==> config.mk <==
export PLATFORM = sky130hd
export DESIGN_NAME = node_sweep_ctrl
export DESIGN_NICKNAME = d
export VERILOG_FILES = /design/src/rtl/node_sweep_ctrl.sv
export SDC_FILE = /design/constraint.sdc
export NUM_CORES = 1
export LEC_CHECK = 0
export ABC_CLOCK_PERIOD_IN_PS = 4750
export CAP_MARGIN = 20
export CORE_UTILIZATION = 40
export DETAILED_ROUTE_END_ITERATION = 16
export PLACE_DENSITY_LB_ADDON = 0.2
export SYNTH_ARGS = -nofsm -noshare
export SYNTH_HDL_FRONTEND = slang
export SYNTH_SLANG_ARGS = --single-unit
==> constraint.sdc <==
create_clock -name i_clk -period 4.75 [get_ports i_clk]
set_clock_uncertainty 0.1 [all_clocks]
set_input_delay 0.95 -clock i_clk [delete_from_list [all_inputs] [get_ports i_clk]]
set_output_delay 0.95 -clock i_clk [all_outputs]
set_load 0.02 [all_outputs]
==> src/rtl/node_sweep_ctrl.sv <==
// rtl/node_sweep_ctrl.sv - per-node path-count sweep sequencer; SWEEP_SKIP_ZERO_EN skips zero-count non-last nodes
module node_sweep_ctrl #(
  parameter int PAYLOAD_WIDTH = 16,
  parameter int NODE_WIDTH    = 12,
  parameter int NUM_REQ       = 8
) (
  input  logic                             i_clk,
  input  logic                             i_rst,
  input  logic                             i_start,
  input  logic [NODE_WIDTH-1:0]            i_src_node,
  input  logic [NODE_WIDTH-1:0]            i_last_node,
  input  logic                             i_src_busy,
  input  logic [NUM_REQ-1:0]               i_req_vld,
  input  logic [NUM_REQ*PAYLOAD_WIDTH-1:0] i_req_paths,
  input  logic [NUM_REQ*NODE_WIDTH-1:0]    i_req_nodenum,
  output logic [NUM_REQ-1:0]               o_req_ack,
  output logic                             o_out_vld,
  output logic [NODE_WIDTH-1:0]            o_out_node,
  output logic [PAYLOAD_WIDTH-1:0]         o_out_paths,
  input  logic                             i_out_rdy,
  output logic                             o_busy,
  output logic                             o_done,
  output logic [PAYLOAD_WIDTH-1:0]         o_result,
  output logic                             o_err,
  output logic                             o_sat
);

  typedef enum logic [1:0] {IDLE, COLLECT, EMIT, DONE} state_t;

  state_t                   state_q, state_d;
  logic [NODE_WIDTH-1:0]    cur_q, cur_d, last_q, last_d;
  logic [PAYLOAD_WIDTH-1:0] acc_q, acc_d, result_q, result_d;
  logic                     vld_q, vld_d, busy_q, busy_d, done_q, done_d;
  logic                     err_q, err_d, sat_q, sat_d;

  logic [NUM_REQ-1:0]       match_vec, stale_vec, ack;
  logic [PAYLOAD_WIDTH-1:0] sel_paths;
  logic [PAYLOAD_WIDTH:0]   sum;
  logic                     found;

  always_comb begin
    match_vec = '0;
    stale_vec = '0;
    for (int i = 0; i < NUM_REQ; i++) begin
      match_vec[i] = i_req_vld[i] && (i_req_nodenum[i*NODE_WIDTH +: NODE_WIDTH] == cur_q);
      stale_vec[i] = i_req_vld[i] && (i_req_nodenum[i*NODE_WIDTH +: NODE_WIDTH] <  cur_q);
    end
  end

  // Matches win over stale requests; within each class the lowest index goes first.
  always_comb begin
    ack       = '0;
    sel_paths = '0;
    found     = 1'b0;
    for (int i = 0; i < NUM_REQ; i++) begin
      if (!found && match_vec[i]) begin
        ack[i]    = 1'b1;
        sel_paths = i_req_paths[i*PAYLOAD_WIDTH +: PAYLOAD_WIDTH];
        found     = 1'b1;
      end
    end
    for (int j = 0; j < NUM_REQ; j++) begin
      if (!found && stale_vec[j]) begin
        ack[j] = 1'b1;
        found  = 1'b1;
      end
    end
    if (state_q != COLLECT) ack = '0;
  end

  assign sum       = {1'b0, acc_q} + {1'b0, sel_paths};
  assign o_req_ack = ack;

  always_comb begin
    state_d  = state_q;
    cur_d    = cur_q;
    last_d   = last_q;
    acc_d    = acc_q;
    result_d = result_q;
    vld_d    = vld_q;
    done_d   = done_q;
    err_d    = err_q;
    sat_d    = sat_q;
    case (state_q)
      IDLE, DONE: begin
        if (i_start) begin
          cur_d    = i_src_node;
          last_d   = i_last_node;
          acc_d    = {{(PAYLOAD_WIDTH-1){1'b0}}, 1'b1};
          result_d = '0;
          sat_d    = 1'b0;
          if (i_last_node < i_src_node) begin
            state_d = DONE;
            done_d  = 1'b1;
            err_d   = 1'b1;
          end else begin
            state_d = COLLECT;
            done_d  = 1'b0;
            err_d   = 1'b0;
          end
        end
      end
      COLLECT: begin
        if (|match_vec) begin
          acc_d = sum[PAYLOAD_WIDTH] ? '1 : sum[PAYLOAD_WIDTH-1:0];
          if (sum[PAYLOAD_WIDTH]) sat_d = 1'b1;
        end else if (|stale_vec) begin
          err_d = 1'b1;
        end else if (!i_src_busy) begin
`ifdef SWEEP_SKIP_ZERO_EN
          if (acc_q == '0 && cur_q != last_q) begin
            cur_d = cur_q + 1'b1;
          end else begin
            state_d = EMIT;
            vld_d   = 1'b1;
          end
`else
          state_d = EMIT;
          vld_d   = 1'b1;
`endif
        end
      end
      EMIT: begin
        if (i_out_rdy) begin
          vld_d = 1'b0;
          if (cur_q == last_q) begin
            state_d  = DONE;
            result_d = acc_q;
            done_d   = 1'b1;
          end else begin
            state_d = COLLECT;
            cur_d   = cur_q + 1'b1;
            acc_d   = '0;
          end
        end
      end
      default: state_d = IDLE;
    endcase
    busy_d = (state_d == COLLECT) || (state_d == EMIT);
  end

  always_ff @(posedge i_clk or posedge i_rst) begin
    if (i_rst) begin
      state_q  <= IDLE;
      cur_q    <= '0;
      last_q   <= '0;
      acc_q    <= '0;
      result_q <= '0;
      vld_q    <= 1'b0;
      busy_q   <= 1'b0;
      done_q   <= 1'b0;
      err_q    <= 1'b0;
      sat_q    <= 1'b0;
    end else begin
      state_q  <= state_d;
      cur_q    <= cur_d;
      last_q   <= last_d;
      acc_q    <= acc_d;
      result_q <= result_d;
      vld_q    <= vld_d;
      busy_q   <= busy_d;
      done_q   <= done_d;
      err_q    <= err_d;
      sat_q    <= sat_d;
    end
  end

  assign o_out_vld   = vld_q;
  assign o_out_node  = cur_q;
  assign o_out_paths = acc_q;
  assign o_busy      = busy_q;
  assign o_done      = done_q;
  assign o_result    = result_q;
  assign o_err       = err_q;
  assign o_sat       = sat_q;

endmodule

# Word level (Yosys, flattened, before mapping)
# Index checks and enable logic that the tools add are counted.
classes:
  n_addsub: 2
  n_lt_le_gt_ge: 9
  n_eq_ne: 25
  n_mux: 78
  n_reduce_logical: 61
ops:
  columns: ["cell", "n"]
  rows:
  - ["$mux W16", 16]
  - ["$eq A12 B12 Y1", 9]
  - ["$lt A12 B12 Y1", 9]
  - ["$pmux W16 S3", 1]
  - ["$mux W1", 43]
  - ["$mux W12", 3]
  - ["$pmux W16 S2", 1]
  - ["$logic_and A1 B1 Y1", 31]
  - ["$pmux W12 S2", 1]
  - ["$ne A2 B2 Y1 const B", 10]
  - ["$reduce_and A4 Y1", 5]
  - ["$add A16 B16 Y17", 1]
  - ["$reduce_or A8 Y1", 2]
  - ["$logic_not A1 Y1", 15]
  - ["$mux W2", 7]
  - ["$add A12 B1 Y12 const B", 1]
  - ["$mux W8", 1]
  - ["$pmux W1 S2", 4]
  - ["$eq A2 B2 Y1 const B", 3]
  - ["$pmux W2 S3", 1]
  - ["$reduce_bool A2 Y1", 3]
  - ["$reduce_and A5 Y1", 1]
  - ["$eq A2 B1 Y1 const B", 2]
  - ["$logic_not A2 Y1", 1]
  - ["other kinds (4)", 4]
word_totals:
  ff_bits: 63
  inputBits: 261
  output_inout_bits: 57
  word_cells: 185

# Longest topological paths before layout
# Gate-level depths: netlist (run 1).
logic_depth:
  depth_word: 49
  ltp_mapped: 23
  ltp_nobuf: 21

# Worst setup path after synthesis (run 1)
# OpenSTA, ideal clock, no wires.
synth_timing:
  kind: "input to register"
  start: "in i_req_nodenum[91]"
  end: "reg sat_q, in the netlist o_sat"
  setup_ns: 0.072
  arrival_ns: 4.930
  required_time_ns: 4.578
  path_slack_ns: -0.352
  path_stages: 20
  n_path_buf: 2
  cell_sequence: "ha_1 -> nand2_1 -> or3_1 -> or4_1 -> nor2_1 -> nand3_2 -> clkbuf_1 -> a31oi_1 -> ha_1 -> inv_1 -> fa_1 -> nor2b_1 -> o21a_1 -> o21ai_0 -> a21o_1 -> a21oi_1 -> a31o_2 -> buf_1 -> a31oi_1 -> nor2_1"
synth_via:
  elab_chain_len: 7
  word_cells_on_any_way: 9
  classes_between: "1 x add/sub; 3 x eq/ne; 1 x mux; 4 x reduce/logical"
synth_rtl:
  columns: ["element", "line_no", "source"]
  rows:
  - ["from (decl)", "15", "input logic [NUM_REQ*NODE_WIDTH-1:0] i_req_nodenum,"]
  - ["$eq A12 B12 Y1 (*)", "45", "match_vec[i] = i_req_vld[i] && (i_req_nodenum[i*NODE_WIDTH +: NODE_WIDTH] == cur_q);"]
  - ["$logic_and A1 B1 Y1 (*)", "45", null]
  - ["$logic_and A1 B1 Y1", "56", "if (!found && match_vec[i]) begin"]
  - ["$mux W16", "56", null]
  - ["$add A16 B16 Y17", "71", "assign sum = {1'b0, acc_q} + {1'b0, sel_paths};"]
  - ["$ne A2 B2 Y1 (no source line)", null, null]
  - ["$reduce_and A4 Y1 (no source line) (*)", null, null]
  - ["to (signal assigned)", "164", "sat_q <= sat_d;"]
  - ["to (decl)", "34", "logic err_q, err_d, sat_q, sat_d;"]
# Mark *: on every way between the ends. The rest lies on a longest branch, timed or not.
# A chain may end at the register's enable or synchronous reset.

# Worst setup path in the final report (run 1)
layout_timing:
  start: "in i_req_nodenum[22]"
  end: "reg acc_q[9], in the netlist o_out_paths[9]"
layout_via:
  elab_chain_len: 26
  word_cells_on_any_way: 35
  classes_between: "1 x add/sub; 2 x eq/ne; 16 x mux; 16 x reduce/logical"
layout_rtl:
  columns: ["element", "line_no", "source"]
  rows:
  - ["$eq A12 B12 Y1 (*)", "45", null]
  - ["$logic_and A1 B1 Y1 (*)", "45", null]
  - ["$logic_and A1 B1 Y1", "56", null]
  - ["$mux W1", "56", null]
  - ["$logic_not A1 Y1", "56", null]
  - ["$logic_and A1 B1 Y1", "56", null]
  - ["$mux W1", "56", null]
  - ["$logic_not A1 Y1", "56", null]
  - ["[10 not listed]", null, null]
  - ["$mux W1", "56", null]
  - ["$logic_not A1 Y1", "56", null]
  - ["$logic_and A1 B1 Y1", "56", null]
  - ["$mux W16", "56", null]
  - ["$add A16 B16 Y17", "71", null]
  - ["$mux W16", "105", "acc_d = sum[PAYLOAD_WIDTH] ? '1 : sum[PAYLOAD_WIDTH-1:0];"]
  - ["$mux W16", "104", "if (|match_vec) begin"]
  - ["$pmux W16 S3", "84", "case (state_q)"]
  - ["to (signal assigned)", "147", "acc_q <= '0;"]
  - ["to (signal assigned)", "158", "acc_q <= acc_d;"]
  - ["to (decl)", "32", "logic [PAYLOAD_WIDTH-1:0] acc_q, acc_d, result_q, result_d;"]
# Mark *: on every way between the ends. The rest lies on a longest branch, timed or not. The select of a mux whose other input is x is not followed.

==> results of run 1 <==
[path summary, 6_finish.rpt]
path / startpoint / endpoint / cells past startpoint / slack, ps
max reg2reg: o_out_node[10]$_DFFE_PP0P_ / o_out_paths[9]$_DFFE_PP0P_ / 21 / -100
min in group asynchronous: i_rst / last_q[3]$_DFFE_PP0P_ / 2 / 820
min: o_result[9]$_DFFE_PP0P_ / o_result[9]$_DFFE_PP0P_ / 1 / 400
max: i_req_nodenum[22] / o_out_paths[9]$_DFFE_PP0P_ / 20 / -280
min reg2reg: o_result[9]$_DFFE_PP0P_ / o_result[9]$_DFFE_PP0P_ / 1 / 400
max in group asynchronous: i_rst / o_out_paths[11]$_DFFE_PP0P_ / 4 / 2910
[area by class of cell]
type | count | area, sq um
diodes | 1 | 2.502
clock inverters | 7 | 97.59
fillers | 1351 | 4785
multi-input cells | 752 | 6126
inverters | 55 | 206.4
repair buffers | 490 | 4658
well taps | 229 | 286.5
clock buffers | 9 | 225.2
flip-flops and latches | 63 | 1577
[synthesized netlist by cell type (7+ instances only)]
master / count / area share [%]
nor2_1: 60 / 3.1
mux2i_1: 8 / 1.1
and2_1: 7 / 0.60
a22o_1: 16 / 1.9
a221o_1: 7 / 0.95
nand2b_1: 12 / 1.0
xor2_1: 16 / 1.9
inv_1: 55 / 2.8
a21oi_1: 67 / 4.6
and3_1: 7 / 0.60
mux2_2: 13 / 2.0
a211oi_1: 7 / 0.71
nor2b_1: 12 / 1.0
o211ai_1: 9 / 0.92
a31oi_1: 18 / 1.5
clkbuf_1: 20 / 1.0
ha_1: 126 / 21
nand4_1: 15 / 1.3
nand2_1: 84 / 4.3
nand3_1: 57 / 3.9
a21o_1: 20 / 2.0
a22oi_1: 13 / 1.3
o21a_1: 7 / 0.71
o21ai_0: 59 / 4.0
a222oi_1: 7 / 0.95
dfrtp_1: 63 / 21
nor3_1: 12 / 0.82
a221oi_1: 7 / 0.83
[where the power goes]
group          total, mW  switching, mW  internal (mW)
sequential         0.785          0.109          0.677
clock              0.714          0.255          0.460
combinational       3.25           1.70           1.55
[registers in the layout, summed over array words and instances, names as in the netlist]
name,count
last_q,12
o_out_paths,16
o_err,1
o_busy,1
o_done,1
o_out_vld,1
state_q,2
o_sat,1
o_out_node,12
o_result,16
[layer usage]
layer | global-route usage, % | part of all wire, % | wire (microns) | vias up
met5 | 0 | 0.041 | 13 | -
met4 | 13.43 | 3.8 | 1211 | 2
met3 | 6.512 | 8.3 | 2613 | 85
met2 | 58.43 | 49 | 15540 | 428
met1 | 37.09 | 38 | 12090 | 4324
li1 | - | - | - | 4350
[metrics by stage]
step                std cells  total power [mW]
floorplan                 897             2.489
CTS                      1597             4.648
global placement         1562             3.767
global route             1606             5.105
finish                   1606             4.752
detailed placement       1562             3.857
[cell families (layout without fill, tap and decap cells)]
family	count (synthesis)	after routing	synth area share (%)
simple gates	304	305	21.57
compound gates	278	279	25.20
fa+ha+maj	127	127	21.71
buf+inv	84	561	4.627
flops	63	63	21.44
mux	21	21	3.079
xor+xnor	20	20	2.382
other cells	0	1	0
[critical path, cell delays in order]
cell           delay (ps)
dlygate4sd2_1         270
ha_4                  280
nand4_2               130
buf_4                 160
or4_4                 560
and2_4                190
buf_4                 140
a221o_1               280
o21ai_0                70
nand3_1               110
o21ai_2               100
a31oi_1               140
ha_1                  310
or2_2                 310
a21oi_1               270
a311oi_2              110
o21a_1                220
or3_1                 300
a21oi_1               150
o21ai_1                70
[timing repair]
action	CTS	global route
resized for setup	109	52
cloned	3	0
hold buffers	0	0
pin swaps	57	46
setup endpoints to repair	25	25
setup buffers	17	6
==> metrics.yaml, run 1 <==
outcome: "finished with violations"
violations: "negative setup slack"
clock_latency_ps: 340
avgSynthCellArea_sq_um: 8.199
cts_tree: "done"
clockRootBuffer: "clkbuf_16"
io_buffers: 317
cts.reportedPaths.clkPinSlew_ps: 60
coreArea_sq_um: 17960
track_usage_pct: 32.46
dr.pass1.iters: 7
areaGrowthSynthToFinish_pct: 79.19
dr_total_vias: 9189
yosys_warnings: 0
crit_fanout: 6
synth.distinct_cells: 73
synth-edff-count: 0
final_util_pct: 73.36
grt_pass1_vias: 8997
end_kind: "register"
numCtsBuffers: 9
nets: 1759
synth_nets: 1285
h-tree-depth: 3
place_hpwl_microns: 24350
synth.cell_area_sq_um: 7355
finalSetupViolCount: 17
yosys_register_bits: 63
hp-class: "register to register"
setup_tns_ps: -2474
clock_path_buffers: 2
cp-start-kind: "input pin"
synthFlopType: "dfrtp_1"
ir_worst_vdd_uv: 475.7
grt_antenna_before_repair: 2
dieArea_sq_um: 18930
gp_congestion: 0.9330
rsz0062_at_grt: "true"
routed_wl_microns: 31470
finalMaxSlewViolations: 0
holdWs_ps: 401.7
ys_seq_area_share_pct: 21.44
critPathKind: "input pin to register"
power_per_cell_area_nw_per_um2: 360.5
syn-instance-count: 897
cap_violations: 0
chipWidth_microns: 137.6
fin_area_sq_um: 13180
ant_nets: 0
drive_gt1_share_pct: 23.11
rows: 49
place_ws_ps: -872.5
tightest_slew_ps: 992.2
dr.first_iter.drc_count: 660
grt-ovfl-total: 0
period_minus_slack_ps: 5026
io_pins: 318
relSlewSlack_pct: 33.56
clkSinkCount: 63
grt_max_degree: 48
placed_area_sq_um: 12090
worstPathRequired_ps: 4850
fmax_ghz: 0.1990
async_flop_share_pct: 100.0
fin_crit_sh_pct: 105.8
layout_setup_ws_ps: -275.9
route.detailed.drc: 0
arrival_ps: 5120
hold_violations: 0
p_leak_nw: 6.004
wire_per_inst_microns: 19.60
final_cell_mix: "clkdlybuf4s50_1, buf_4, ha_1"
die_h_microns: 137.6
final_common_cell: "clkdlybuf4s50_1"
via_per_inst: 5.722
start_util_pct: 40.94
grt_pass1_wl_microns: 46170
Note: power is estimated with default switching activity, not from simulation.
==> inputs of run 2 (changes only) <==
PLACE_DENSITY = 0.8   (was not set)
PLACE_DENSITY_LB_ADDON = not set   (was 0.2)
==> metrics.yaml, run 2 (same netlist as run 1, synthesis figures left out) <==
outcome: "finished with violations"
violations: "negative setup slack"
final_cell_mix: "clkdlybuf4s50_1, buf_4, ha_1"
grt_antenna_before_repair: 1  # -1
dpl.cell_count: 1567  # +0.32%
h-tree-depth: 3  # unchanged
tightest_slew_ps: 1026  # +33.42 ps
cpMaxStageDelayCell: "inv_1"
end_kind: "register"
crit_fanout: 7  # +1
clkSinkCount: 63  # unchanged
ant_nets: 0  # unchanged
start_util_pct: 40.94  # unchanged
fmax_ghz: 0.2014  # +1.2%
dr.pass1.iters: 5  # -2
io_pins: 318  # unchanged
ff2ff_path_depth: 24  # +14%
fin_crit_sh_pct: 104.5  # -1.3 points
finalSetupViolCount: 18  # +1
finalMaxSlewViolations: 0  # unchanged
relSlewSlack_pct: 31.33  # -2.2 points
slowest_delay_ps: 470  # -90 ps
cts_tree: "done"
holdPathStages: 1  # unchanged
grt_pass1_wl_microns: 47700  # +3.3%
grt-ovfl-total: 0  # unchanged
hp-class: "register to register"
nets: 1773  # +0.80%
worstPathRequired_ps: 4860  # about the same
route.detailed.drc: 0  # unchanged
clock_path_buffers: 2  # unchanged
wire_per_inst_microns: 21.10  # +7.7%
clockRootBuffer: "clkbuf_16"
ir_worst_vdd_uv: 411.6  # -13%
io_buffers: 317  # unchanged
grt_max_degree: 39  # -19%
p_leak_nw: 6.215  # +3.5%
die_h_microns: 137.6  # unchanged
cp_common_cell: "buf_6"
holdWs_ps: 407.1  # +5.415 ps
numCtsBuffers: 9  # unchanged
cap_violations: 0  # unchanged
gp_congestion: 0.9197  # -1.4%
routed_wl_microns: 34190  # +8.6%
grt_pass1_vias: 9357  # +4.0%
arrival_ps: 5080  # -40 ps
crit_chain: "inv_1 -> ha_1 -> nand4_1 -> nor4_4 -> buf_6 -> nor4_4 -> buf_4 -> and2_4 -> buf_6 -> nand3_4 -> buf_6 -> nor2_2 -> a31oi_1 -> ha_1 -> a21o_1 -> a21o_1 -> a211oi_4 -> o21bai_2 -> buf_6 -> buf_4 -> a211oi_1 -> nor2_1 -> nor2_1 -> o21ai_1"
layout_setup_ws_ps: -214.4  # +61.56 ps
fin_cells: 1620  # +0.87%
areaGrowthSynthToFinish_pct: 82.07
clock_latency_ps: 330  # about the same
dr_total_vias: 9560  # +4.0%
rows: 49  # unchanged
rsz0062_at_grt: "true"
drive_gt1_share_pct: 25.32  # +2.2 points
track_usage_pct: 33.14  # +0.68 points
power_mw: 4.970  # +4.6%
cp-start-kind: "register"
hold_violations: 0  # unchanged
coreArea_sq_um: 17960  # unchanged
final_common_cell: "clkdlybuf4s50_1"
period_minus_slack_ps: 4964  # -61.56 ps
dieArea_sq_um: 18930  # unchanged
place_hpwl_microns: 25330  # +4.0%
dr.first_iter.drc_count: 597  # -9.5%
chipWidth_microns: 137.6  # unchanged
power_per_cell_area_nw_per_um2: 371.2  # +3.0%
via_per_inst: 5.901  # +3.1%
critPathKind: "register to register"
cts.reportedPaths.clkPinSlew_ps: 60  # about the same
run 2: cell count changes in the layout (fill, tap and decap cells not counted), sizes merged, moves of 2 or more:
cell           before  now
clkdlybuf4s50     286  257
dlymetal6s2s        8   29
clkinvlp            2    4
clkbuf             12   18
clkdlybuf4s15       0    5
buf               177  187
run 2: through the flow:
step                area, sq um  util [%]  TNS, ps  setup WS (ps)
global route              13390     74.54    -5651         -395.4
CTS                       12830     71.41    -2112         -152.3
global placement          12080     67.26   -12250         -707.0
floorplan                  7555         -   -52.34         -16.64
detailed placement        12080     67.26   -14710         -829.0
finish                    13390     74.54    -2715         -214.4
run 2: worst paths after layout:
kind,slack [ps],startpoint,to
max,-210,o_out_node[11]$_DFFE_PP0P_,o_out_paths[7]$_DFFE_PP0P_
min,410,o_result[2]$_DFFE_PP0P_,o_result[2]$_DFFE_PP0P_
max reg2reg,-210,o_out_node[11]$_DFFE_PP0P_,o_out_paths[7]$_DFFE_PP0P_
min reg2reg,410,o_result[2]$_DFFE_PP0P_,o_result[2]$_DFFE_PP0P_
max in group asynchronous,2680,i_rst,o_result[10]$_DFFE_PP0P_
min in group asynchronous,1010,i_rst,last_q[5]$_DFFE_PP0P_
run 2: cell type report:
type | instances | area, sq um
multi-input combinational | 752 | 6316
timing repair buffer | 504 | 4703
fill | 1256 | 4573
sequential | 63 | 1577
tap | 229 | 286.5
clock buffer | 9 | 225.2
inverter | 55 | 206.4
clock inverter | 7 | 73.82
antenna | 1 | 2.502
run 2: what timing repair did:
item / CTS / global route
pin swaps: 63 / 63
gates cloned: 2 / 0
buffers inserted: 22 / 15
hold buffers: 0 / 0
setup endpoints to repair: 25 / 23
resized for setup: 111 / 114
run 2: critical path: cells and delay by family (launching register included):
kind	cells	cell delay (ps)
DFF	1	410
adders and majority gates	2	640
buffers and inverters	7	1340
and+or+nand+nor	8	1150
AOI/OAI and AO/OA	7	1210
run 2: where the power goes:
part	total, mW	switching (mW)	internal, mW
combinational	3.52	1.89	1.64
sequential	0.787	0.110	0.676
clock	0.660	0.255	0.405
total	4.97	2.25	2.72
run 2: per-layer routing:
metal / GRT usage [%] / vias up / wire length, microns
met5: 0 / - / 0
met1: 36.84 / 4467 / 12460
li1: - / 4385 / -
met4: 15.81 / 0 / 1900
met3: 7.837 / 153 / 3196
met2: 59.05 / 555 / 16640
==> inputs of run 3 (changes only) <==
CAP_MARGIN = not set   (was 20)
==> results of run 3 <==
Final layout, timing and power as in run 2 (identical DEF).
